## config.mk

```make
export PLATFORM = sky130hd
export DESIGN_NAME = cdb_arbiter
export DESIGN_NICKNAME = d
export VERILOG_FILES = /design/src/rtl/cdb_arbiter.sv
export SDC_FILE = /design/constraint.sdc
export NUM_CORES = 1
export LEC_CHECK = 0
export CAP_MARGIN = 20
export CORE_MARGIN = 2
export CORE_UTILIZATION = 50
export CTS_CLUSTER_SIZE = 14
export DETAILED_ROUTE_END_ITERATION = 10
export GPL_ROUTABILITY_DRIVEN = 1
export GPL_TIMING_DRIVEN = 0
export MAX_ROUTING_LAYER = met4
export PLACE_DENSITY_LB_ADDON = 0.3
export RECOVER_POWER = 100
export SKIP_CTS_REPAIR_TIMING = 1
export SYNTH_ARGS = -nofsm -noshare
export SYNTH_HDL_FRONTEND = slang
export SYNTH_SLANG_ARGS = --single-unit
export TNS_END_PERCENT = 10
```

## constraint.sdc

```tcl
create_clock -name clk_in -period 3.65 [get_ports clk_in]
set_clock_uncertainty 0.15 [all_clocks]
set_input_delay 0.365 -clock clk_in [delete_from_list [all_inputs] [get_ports clk_in]]
set_output_delay 0.365 -clock clk_in [all_outputs]
set_load 0.01 [all_outputs]
```

## src/rtl/cdb_arbiter.sv

```systemverilog
// cdb_arbiter: per-source result FIFOs (ALU, LB, SB) drained one entry per
// cycle onto a registered common data bus with round-robin priority.
// Optional build macro CDB_STATS_EN adds grant/stall statistics counters.
module cdb_arbiter #(
  parameter int unsigned TAG_W = 4,
  parameter int unsigned DEPTH = 2
) (
  input  logic             clk_in,
  input  logic             rst_n_in,
  input  logic             rdy_in,
  input  logic             clear_all,
  input  logic             alu_valid,
  input  logic [TAG_W-1:0] alu_tag,
  input  logic [31:0]      alu_value,
  input  logic [31:0]      alu_jalr_pc,
  output logic             alu_ready,
  input  logic             lb_valid,
  input  logic [TAG_W-1:0] lb_tag,
  input  logic [31:0]      lb_value,
  output logic             lb_ready,
  input  logic             sb_valid,
  input  logic [TAG_W-1:0] sb_tag,
  output logic             sb_ready,
  output logic             cdb_valid,
  output logic [1:0]       cdb_src,
  output logic [TAG_W-1:0] cdb_tag,
  output logic [31:0]      cdb_value,
  output logic [31:0]      cdb_jalr_pc
`ifdef CDB_STATS_EN
  ,
  output logic [31:0]      stat_grant_alu,
  output logic [31:0]      stat_grant_lb,
  output logic [31:0]      stat_grant_sb,
  output logic [31:0]      stat_stall
`endif
);

  localparam int unsigned NSRC  = 3;
  localparam int unsigned PTR_W = (DEPTH > 1) ? $clog2(DEPTH) : 1;
  localparam int unsigned CNT_W = PTR_W + 1;

  logic [PTR_W-1:0] head_q [NSRC];
  logic [PTR_W-1:0] head_d [NSRC];
  logic [PTR_W-1:0] tail_q [NSRC];
  logic [PTR_W-1:0] tail_d [NSRC];
  logic [CNT_W-1:0] cnt_q  [NSRC];
  logic [CNT_W-1:0] cnt_d  [NSRC];
  logic [TAG_W-1:0] tag_q  [NSRC][DEPTH];
  logic [TAG_W-1:0] tag_d  [NSRC][DEPTH];
  logic [31:0]      val_q  [2][DEPTH];
  logic [31:0]      val_d  [2][DEPTH];
  logic [31:0]      pc_q   [DEPTH];
  logic [31:0]      pc_d   [DEPTH];
  logic [1:0]       rr_q, rr_d;
  logic             cdb_valid_q, cdb_valid_d;
  logic [1:0]       cdb_src_q, cdb_src_d;
  logic [TAG_W-1:0] cdb_tag_q, cdb_tag_d;
  logic [31:0]      cdb_value_q, cdb_value_d;
  logic [31:0]      cdb_jalr_pc_q, cdb_jalr_pc_d;

  logic [NSRC-1:0]  src_vld, src_rdy, push, pop;
  logic [TAG_W-1:0] src_tag [NSRC];
  logic             gnt_vld;
  logic [1:0]       gnt, cand;

  // (a + b) mod 3 for round-robin pointer arithmetic
  function automatic logic [1:0] rr_add(input logic [1:0] a, input logic [1:0] b);
    logic [2:0] s;
    s = {1'b0, a} + {1'b0, b};
    rr_add = (s >= 3'd3) ? 2'(s - 3'd3) : s[1:0];
  endfunction

  // Source-side handshake: ready depends only on registered occupancy
  always_comb begin
    src_vld    = {sb_valid, lb_valid, alu_valid};
    src_tag[0] = alu_tag;
    src_tag[1] = lb_tag;
    src_tag[2] = sb_tag;
    for (int i = 0; i < NSRC; i++) begin
      src_rdy[i] = rst_n_in && rdy_in && (cnt_q[i] < CNT_W'(DEPTH));
    end
    push = src_vld & src_rdy & {NSRC{~clear_all}};
  end

  assign alu_ready = src_rdy[0];
  assign lb_ready  = src_rdy[1];
  assign sb_ready  = src_rdy[2];

  // Round-robin scan starting at rr over non-empty FIFOs
  always_comb begin
    gnt_vld = 1'b0;
    gnt     = 2'd0;
    cand    = 2'd0;
    for (int k = 0; k < NSRC; k++) begin
      cand = rr_add(rr_q, 2'(k));
      if (!gnt_vld && (cnt_q[cand] != '0)) begin
        gnt_vld = 1'b1;
        gnt     = cand;
      end
    end
    pop = '0;
    if (gnt_vld && rdy_in && !clear_all) pop[gnt] = 1'b1;
  end

  // FIFO, arbiter pointer and CDB next-state; pause holds, flush clears
  always_comb begin
    head_d        = head_q;
    tail_d        = tail_q;
    cnt_d         = cnt_q;
    tag_d         = tag_q;
    val_d         = val_q;
    pc_d          = pc_q;
    rr_d          = rr_q;
    cdb_valid_d   = cdb_valid_q;
    cdb_src_d     = cdb_src_q;
    cdb_tag_d     = cdb_tag_q;
    cdb_value_d   = cdb_value_q;
    cdb_jalr_pc_d = cdb_jalr_pc_q;
    if (rdy_in) begin
      if (clear_all) begin
        for (int i = 0; i < NSRC; i++) begin
          head_d[i] = '0;
          tail_d[i] = '0;
          cnt_d[i]  = '0;
        end
        rr_d        = 2'd0;
        cdb_valid_d = 1'b0;
      end else begin
        for (int i = 0; i < NSRC; i++) begin
          if (push[i]) begin
            tag_d[i][tail_q[i]] = src_tag[i];
            tail_d[i]           = PTR_W'(tail_q[i] + 1'b1);
          end
          if (pop[i]) head_d[i] = PTR_W'(head_q[i] + 1'b1);
          case ({push[i], pop[i]})
            2'b10:   cnt_d[i] = CNT_W'(cnt_q[i] + 1'b1);
            2'b01:   cnt_d[i] = CNT_W'(cnt_q[i] - 1'b1);
            default: cnt_d[i] = cnt_q[i];
          endcase
        end
        if (push[0]) begin
          val_d[0][tail_q[0]] = alu_value;
          pc_d[tail_q[0]]     = alu_jalr_pc;
        end
        if (push[1]) val_d[1][tail_q[1]] = lb_value;
        cdb_valid_d = gnt_vld;
        if (gnt_vld) begin
          cdb_src_d     = gnt;
          cdb_tag_d     = tag_q[gnt][head_q[gnt]];
          cdb_value_d   = (gnt == 2'd2) ? 32'd0 : val_q[gnt[0]][head_q[gnt]];
          cdb_jalr_pc_d = (gnt == 2'd0) ? pc_q[head_q[0]] : 32'd0;
          rr_d          = rr_add(gnt, 2'd1);
        end
      end
    end
  end

  // State registers
  always_ff @(posedge clk_in or negedge rst_n_in) begin
    if (!rst_n_in) begin
      for (int i = 0; i < NSRC; i++) begin
        head_q[i] <= '0;
        tail_q[i] <= '0;
        cnt_q[i]  <= '0;
        for (int j = 0; j < DEPTH; j++) tag_q[i][j] <= '0;
      end
      for (int j = 0; j < DEPTH; j++) begin
        val_q[0][j] <= '0;
        val_q[1][j] <= '0;
        pc_q[j]     <= '0;
      end
      rr_q          <= 2'd0;
      cdb_valid_q   <= 1'b0;
      cdb_src_q     <= 2'd0;
      cdb_tag_q     <= '0;
      cdb_value_q   <= '0;
      cdb_jalr_pc_q <= '0;
    end else begin
      head_q        <= head_d;
      tail_q        <= tail_d;
      cnt_q         <= cnt_d;
      tag_q         <= tag_d;
      val_q         <= val_d;
      pc_q          <= pc_d;
      rr_q          <= rr_d;
      cdb_valid_q   <= cdb_valid_d;
      cdb_src_q     <= cdb_src_d;
      cdb_tag_q     <= cdb_tag_d;
      cdb_value_q   <= cdb_value_d;
      cdb_jalr_pc_q <= cdb_jalr_pc_d;
    end
  end

  assign cdb_valid   = cdb_valid_q;
  assign cdb_src     = cdb_src_q;
  assign cdb_tag     = cdb_tag_q;
  assign cdb_value   = cdb_value_q;
  assign cdb_jalr_pc = cdb_jalr_pc_q;

`ifdef CDB_STATS_EN
  logic [31:0] st_alu_q, st_alu_d, st_lb_q, st_lb_d, st_sb_q, st_sb_d, st_stall_q, st_stall_d;

  // Statistics next-state: grants and backpressured cycles, frozen on pause
  always_comb begin
    st_alu_d   = st_alu_q;
    st_lb_d    = st_lb_q;
    st_sb_d    = st_sb_q;
    st_stall_d = st_stall_q;
    if (rdy_in) begin
      st_alu_d = st_alu_q + 32'(pop[0]);
      st_lb_d  = st_lb_q + 32'(pop[1]);
      st_sb_d  = st_sb_q + 32'(pop[2]);
      st_stall_d = st_stall_q + 32'(|(src_vld & ~src_rdy));
    end
  end

  // Statistics registers, cleared by reset only
  always_ff @(posedge clk_in or negedge rst_n_in) begin
    if (!rst_n_in) begin
      st_alu_q   <= '0;
      st_lb_q    <= '0;
      st_sb_q    <= '0;
      st_stall_q <= '0;
    end else begin
      st_alu_q   <= st_alu_d;
      st_lb_q    <= st_lb_d;
      st_sb_q    <= st_sb_d;
      st_stall_q <= st_stall_d;
    end
  end

  assign stat_grant_alu = st_alu_q;
  assign stat_grant_lb  = st_lb_q;
  assign stat_grant_sb  = st_sb_q;
  assign stat_stall     = st_stall_q;
`endif

endmodule

```

== After elaboration in Yosys (flattened, before gate mapping) ==
Index checks and enable logic that the tools add are counted.

* $lt $le $gt $ge: 22
* Bitwise operators: 13
* Add/sub/neg operators: 19
* Eq/ne operators: 7
* Mux-type cells: 73
* Reductions and logical operators: 43

{| class="wikitable"
|+ Operators by type and width
! kind !! count
|-
| two-way mux 32 bit || 10
|-
| bitwise mux 64 bit || 3
|-
| two-way mux 64 bit || 3
|-
| demux 32 bit (select 1 bit) || 2
|-
| two-way mux 2 bit || 15
|-
| bitwise mux 8 bit || 3
|-
| two-way mux 4 bit || 6
|-
| AND reduction 2 bit || 10
|-
| nonzero test 2 bit || 10
|-
| binary-select mux 8 bit (select 2 bit) || 1
|-
| two-way mux 8 bit || 2
|-
| greater-or-equal comparator 2 bit (second input constant) || 7
|-
| two-way mux 1 bit || 13
|-
| binary-select mux 2 bit (select 2 bit) || 3
|-
| demux 4 bit (select 1 bit) || 3
|-
| greater-or-equal comparator 3 bit (second input constant) || 4
|-
| logical AND 1 bit || 12
|-
| NOT 1 -> 2 bit || 6
|-
| NOT 2 -> 3 bit || 4
|-
| one-hot mux 2 bit (2 select lines) || 3
|-
| AND reduction 3 bit || 4
|-
| greater-or-equal comparator 3 x 2 -> 1 bit (second input constant) || 3
|-
| two-way mux 3 bit || 3
|-
| nonzero test 3 bit || 3
|-
| 19 further kinds || 44
|}

* Logic and storage cells: 204
* Register bits: 301

== Depth between registers and ports, before layout ==
* Word-level depth: 23
* Depth in mapped cells: 12
* Depth with buffers taken out: 9

== Worst setup path after synthesis ==
OpenSTA, ideal clock, no wires.

* Kind: register to register
* Start: register rr_q[0]
* End: register cdb_tag_q[1] (netlist: cdb_tag[1])
* Arrival: 2.406 ns
* Required time: 3.374 ns
* Path slack: 0.968 ns
* Library setup time: 0.126 ns
* Path buffers: 1
* Cell stages (with the launch flop): 10
* Path through: dfrtp_1 inv_1 ha_1 nor2_1 a211oi_1 o2111ai_1 nand3_1 clkbuf_1 a221oi_1 o32a_1

* Cells in the longest elaborated chain, start to end: 22
* Elaborated cells on any way between the ends: 48
* Those cells by class: 5 x add/sub; 3 x order compare; 27 x mux; 5 x bitwise; 8 x reduce/logical

{| class="wikitable"
|+ RTL lines
! item !! RTL line !! source
|-
| start, declared || 54 || <nowiki>logic [1:0] rr_q, rr_d;</nowiki>
|-
| start signal, assigned || 185 || <nowiki>rr_q <= rr_d;</nowiki>
|-
| branches (longest 22 deep; another with adder 2 x 1 -> 3 bit) || -- ||
|-
| end signal, assigned || 188 || <nowiki>cdb_tag_q <= cdb_tag_d;</nowiki>
|-
| end, declared || 57 || <nowiki>logic [TAG_W-1:0] cdb_tag_q, cdb_tag_d;</nowiki>
|}

Parallel ways; which one is timed is not known. The select of a mux whose other input is x is not followed.
A chain may end at the register's enable or synchronous reset.

== Final worst setup path ==
* Start: register rr_q[1]
* End: register cdb_value_q[23] (netlist: cdb_value[23])

* Cells in the longest elaborated chain, start to end: 23
* Elaborated cells on any way between the ends: 51
* Those cells by class: 5 x add/sub; 3 x order compare; 1 x eq/ne; 28 x mux; 6 x bitwise; 8 x reduce/logical

{| class="wikitable"
|+ RTL lines
! item !! RTL line !! source
|-
| branches (longest 23 deep; another with adder 2 x 1 -> 3 bit) || -- ||
|-
| end signal, assigned || 189 || <nowiki>cdb_value_q <= cdb_value_d;</nowiki>
|-
| end, declared || 58 || <nowiki>logic [31:0] cdb_value_q, cdb_value_d;</nowiki>
|}

Parallel ways; which one is timed is not known. The select of a mux whose other input is x is not followed.

==> out/qor_table.md <==
| Step | Metric | This run |
|:---|:---|:---|
| status | Run status | finished with violations |
| status | Failing checks | max-capacitance violations, max-slew violations |
| final layout | Layout cells sized above 1 | 0.226 |
| die | Core area | 25800 um^2 |
| sta | Setup repair after global routing missed its margin | no |
| pwr | Switching power as a share of total power | 0.346 |
| clock network | Total CTS buffers | 34 |
| clock network | H-tree level count | 2 |
| synthesis | Post-Synth Simple-Gate Area | 0.0810 |
| worst setup path | Data required, critical path | 3.94 ns |
| pwr | Overall power consumption | 14.2 mW |
| die | Row cnt | 59 |
| synthesis | Number of enable flip-flop cells after synthesis | 0 |
| final layout | Post-route standard cell area excluding fillers | 16500 um^2 |
| sta | Hold violation total from the final report | 0 |
| worst setup path | Worst Path Class, Setup | flip-flop to flip-flop |
| worst setup path | Startpoint type of the worst setup path | flip-flop |
| synthesis | Combinational family with the most area after synthesis | multiplexers |
| global route | Number of global-route vias before repair | 9263 |
| worst hold path | Hold path start | clear_all |
| die | Vertical extent of the die | 165 um |
| pwr | Cell leakage power | 7.60 nW |
| synthesis | Adder-cell area share of the yosys netlist | 0.00384 |
| pwr | Share of power burned in registers | 0.385 |
| pwr | Share of total power in the clock network | 0.238 |
| pwr | Portion of total power attributed to combinational logic | 0.377 |
| worst setup path | CP Max Fanout | 10 |
| synthesis | Number of warning messages in the yosys log | 0 |
| sta | Number of failing setup endpoints in the final timing report | 0 |
| placement | Last weighted congestion value of the routability-driven placer | 0.875 |
| placement | Minimum setup slack after placement | -0.331 ns |
| final layout | Highest-count cells in the layout ignoring fill and taps | sky130_fd_sc_hd__dfrtp_1 (301), sky130_fd_sc_hd__mux2_2 (216), sky130_fd_sc_hd__nand2_1 (164) |
| detailed routing | Top routing layer in use | met4 |
| worst setup path | CP arrival | 3.73 ns |
| synthesis | Portion of netlist area occupied by mux cells | 0.217 |
| detailed routing | Total number of vias | 9218 |
| pwr | Power density of the placed cells | 859 nW/um^2 |
| placement | Number of buffers inserted by port buffering | 186 |
| sta | Max Transition Viols Final | 207 |
| sta | Time the worst path needs with I/O delays and setup | 3.44 ns |
| placement | Number of cells after detailed placement | 1592 |
| sta | Setup ws final | 0.214 ns |
| sta | Final period util | 0.941 |
| detailed routing | Routed metal-1 wirelength | 14.2 mm |
| detailed routing | Routed wire per std cell | 19.4 um |
| final layout | Leading cell type in the layout, fill and taps excluded | sky130_fd_sc_hd__dfrtp_1 |
| die | Die X-Extent | 165 um |
| detailed routing | Via-to-Cell Ratio | 5.58 |
| die | Starting density of the core | 0.504 |
| pwr | Internal power component | 9.25 mW |
| clock network | Clock Path Buffers | 3 |
| detailed routing | DRC | 0 |
| detailed routing | First-pass detailed-route iteration total | 5 |
| synthesis | Compound-Gate Fraction of Synth Area | 0.0941 |
| placement | Cell area reported after detailed placement | 15400 um^2 |
| global route | Grt total ovfl | 0 |
| synthesis | Count of distinct cell types in the synthesized netlist | 52 |
| clock network | Worst skew pair latency | 0.50 ns |
| worst setup path | Source of the critical timing path | rr_q[1]$_DFFE_PN0P_ |
| synthesis | Syn nets | 1188 |
| pwr | Maximum vdd drop | 0.564 mV |
| global route | Global-route wire length before repair | 49.9 mm |
| worst setup path | CP endpoint kind | flip-flop |
| final layout | Non-filler instance count after layout | 1652 |
| worst hold path | Path type of the worst min-delay path | input port to flip-flop |
| detailed routing | Detail Route Antenna Nets | 0 |
| synthesis | Total standard cell area after synthesis | 13000 um^2 |
| global route | Antenna violations before repair | 1 |
| final layout | Total Nets Final | 1414 |
| clock network | Clock slew seen by the registers of the worst setup and hold paths | 0.06 ns |
| final layout | Relative area change from synthesis to final layout | 26.4% |
| sta | Slew @ Worst Pin | 1.93 ns |
| synthesis | Share of the yosys chip area belonging to registers | 0.578 |
| synthesis | Commonest register cell after synthesis | sky130_fd_sc_hd__dfrtp_1 |
| synthesis | Gate count after technology mapping | 1069 |
| run | Count of maximum capacitance violations | 2 |
| worst setup path | Startpoint of the lowest-slack register-to-register path | rr_q[1]$_DFFE_PN0P_ |
| synthesis | Mean instance size in the synthesized netlist | 12.2 um^2 |
| clock network | Clock tree from TritonCTS | done |
| detailed routing | Met3 wire length | 2.41 mm |
| final layout | Utilization after layout | 0.637 |
| detailed routing | Routed wire length on met2 | 14.8 mm |
| pwr | Switching component of the power | 4.90 mW |
| synthesis | #FFs+latches synth | 301 |
| clock network | Number of sinks on the clock net | 301 |
| detailed routing | Initial detailed-routing violation count | 707 |
| detailed routing | Drt total wl | 32.0 mm |
| sta | Highest Clock Rate | 0.291 GHz |
| global route | Maximum number of pins on one net before global-route repair | 127 |
| placement | DP HPWL | 21.9 mm |
| synthesis | Fraction of registers with async set or reset after synthesis | 1.00 |
| die | Top-level port count | 189 |
| clock network | CTS root buffer | sky130_fd_sc_hd__clkbuf_16 |
| sta | Worst slew margin | -0.284 |
| synthesis | XOR/XNOR share of the synthesized area | 0.00269 |
| global route | Overall fraction of global-route tracks in use | 0.243 |
| die | Area enclosed by the die boundary | 27400 um^2 |
## cells by family after synthesis
kind of cell,Yosys count
xor+xnor,4
buf+inv,74
fa+ha+maj,4
simple gates,245
compound gates,186
mux,255
flops,301
## path summary, 6_finish.rpt
check                                         endpoint  slack, ns  depth (start not counted)
max                          cdb_value[23]$_DFFE_PN0N_       0.21                         10
min                              tail_q[2]$_DFFE_PN0P_       0.20                          2
max reg2reg                  cdb_value[23]$_DFFE_PN0N_       0.21                         10
min reg2reg                cdb_jalr_pc[25]$_DFFE_PN0N_       0.32                          2
max in group asynchronous         cnt_q[4]$_DFFE_PN0P_       1.24                          3
min in group asynchronous       val_q[125]$_DFFE_PN0P_       0.33                          3
## cell usage after synthesis, types with 2 or more instances
library cell / count / area [um^2]
sky130_fd_sc_hd__dfrtp_1: 301 / 7530
sky130_fd_sc_hd__a21o_1: 2 / 15.0
sky130_fd_sc_hd__o21ai_1: 2 / 10.0
sky130_fd_sc_hd__buf_1: 10 / 37.5
sky130_fd_sc_hd__nor2_2: 2 / 12.5
sky130_fd_sc_hd__nand3_1: 44 / 220
sky130_fd_sc_hd__a31oi_1: 3 / 18.8
sky130_fd_sc_hd__a211o_1: 2 / 17.5
sky130_fd_sc_hd__nand2_1: 164 / 616
sky130_fd_sc_hd__ha_1: 4 / 50.1
sky130_fd_sc_hd__a211oi_1: 2 / 15.0
sky130_fd_sc_hd__and2_1: 2 / 12.5
sky130_fd_sc_hd__o31ai_1: 2 / 15.0
sky130_fd_sc_hd__or3_1: 2 / 12.5
sky130_fd_sc_hd__o21ai_0: 32 / 160
sky130_fd_sc_hd__mux2i_1: 37 / 370
sky130_fd_sc_hd__o21a_1: 3 / 22.5
sky130_fd_sc_hd__nor3_1: 6 / 30.0
sky130_fd_sc_hd__nor3b_1: 2 / 15.0
sky130_fd_sc_hd__nor2_1: 13 / 48.8
sky130_fd_sc_hd__clkbuf_1: 38 / 143
sky130_fd_sc_hd__o211ai_1: 3 / 22.5
sky130_fd_sc_hd__a221oi_1: 5 / 43.8
sky130_fd_sc_hd__xnor2_1: 4 / 35.0
sky130_fd_sc_hd__buf_2: 21 / 105
sky130_fd_sc_hd__inv_1: 4 / 15.0
sky130_fd_sc_hd__mux2_2: 217 / 2440
sky130_fd_sc_hd__o22ai_1: 3 / 18.8
sky130_fd_sc_hd__and3_1: 2 / 12.5
sky130_fd_sc_hd__o2bb2ai_1: 2 / 17.5
sky130_fd_sc_hd__a22o_1: 34 / 298
sky130_fd_sc_hd__o32a_1: 4 / 40.0
sky130_fd_sc_hd__a21oi_1: 78 / 390
## power by group through the flow
stage	sequential [mW]	clock, mW	combinational, mW
after global routing	5.61	3.58	5.88
after floorplan	5.43	0	3.50
after detailed placement	5.49	0	5.50
final	5.44	3.37	5.34
after CTS	5.44	3.43	5.52
after global placement	5.45	0	5.33
## metal layers
metal  vias up  GRT usage
met5         -          -
met4         0     0.0588
met3        48     0.0629
met2       276      0.374
met1      4649      0.325
li1       4245          -
## worst max-delay path, cell delays in order, from the launching register on
cell and delay (ns):
sky130_fd_sc_hd__dfrtp_1 0.39, sky130_fd_sc_hd__inv_1 0.09, sky130_fd_sc_hd__ha_1 0.26, sky130_fd_sc_hd__nor3_2 0.24, sky130_fd_sc_hd__a211oi_1 0.12, sky130_fd_sc_hd__o41ai_4 0.70, sky130_fd_sc_hd__mux2i_4 0.57, sky130_fd_sc_hd__clkbuf_1 0.49
sky130_fd_sc_hd__nand2_1 0.10, sky130_fd_sc_hd__nand3_1 0.13, sky130_fd_sc_hd__a22o_1 0.13
## per-stage QoR
step | hold WS [ns] | setup TNS (ns)
after floorplan | -0.0806 | 0
after global placement | 0.311 | -5692.83
after detailed placement | 0.255 | -11.31
after CTS | -0.282 | 0
after global routing | 0.212 | 0
final | 0.201 | 0
## area by class of cell
| cell class | count | area (um^2) |
|---|---|---|
| Sequential cell | 301 | 7530 |
| Antenna cell | 1 | 2.50 |
| Multi-Input combinational cell | 694 | 5190 |
| Buffer | 69 | 283 |
| Clock buffer | 51 | 1050 |
| Timing Repair Buffer | 190 | 1920 |
| Clock inverter | 6 | 63.8 |
| Fill cell | 2093 | 9370 |
| Tap cell | 335 | 419 |
| Inverter | 5 | 18.8 |
## sequential cells by signal (all words and copies together), names as in the netlist
signal and cells:
tail_q 3, rr_q 2, cdb_valid 1, head_q 3, cdb_tag 4, cnt_q 6, cdb_value 32, cdb_src 2
cdb_jalr_pc 32, pc_q 64, val_q 128, tag_q 24
No activity file was read; power rests on OpenSTA's default activity.
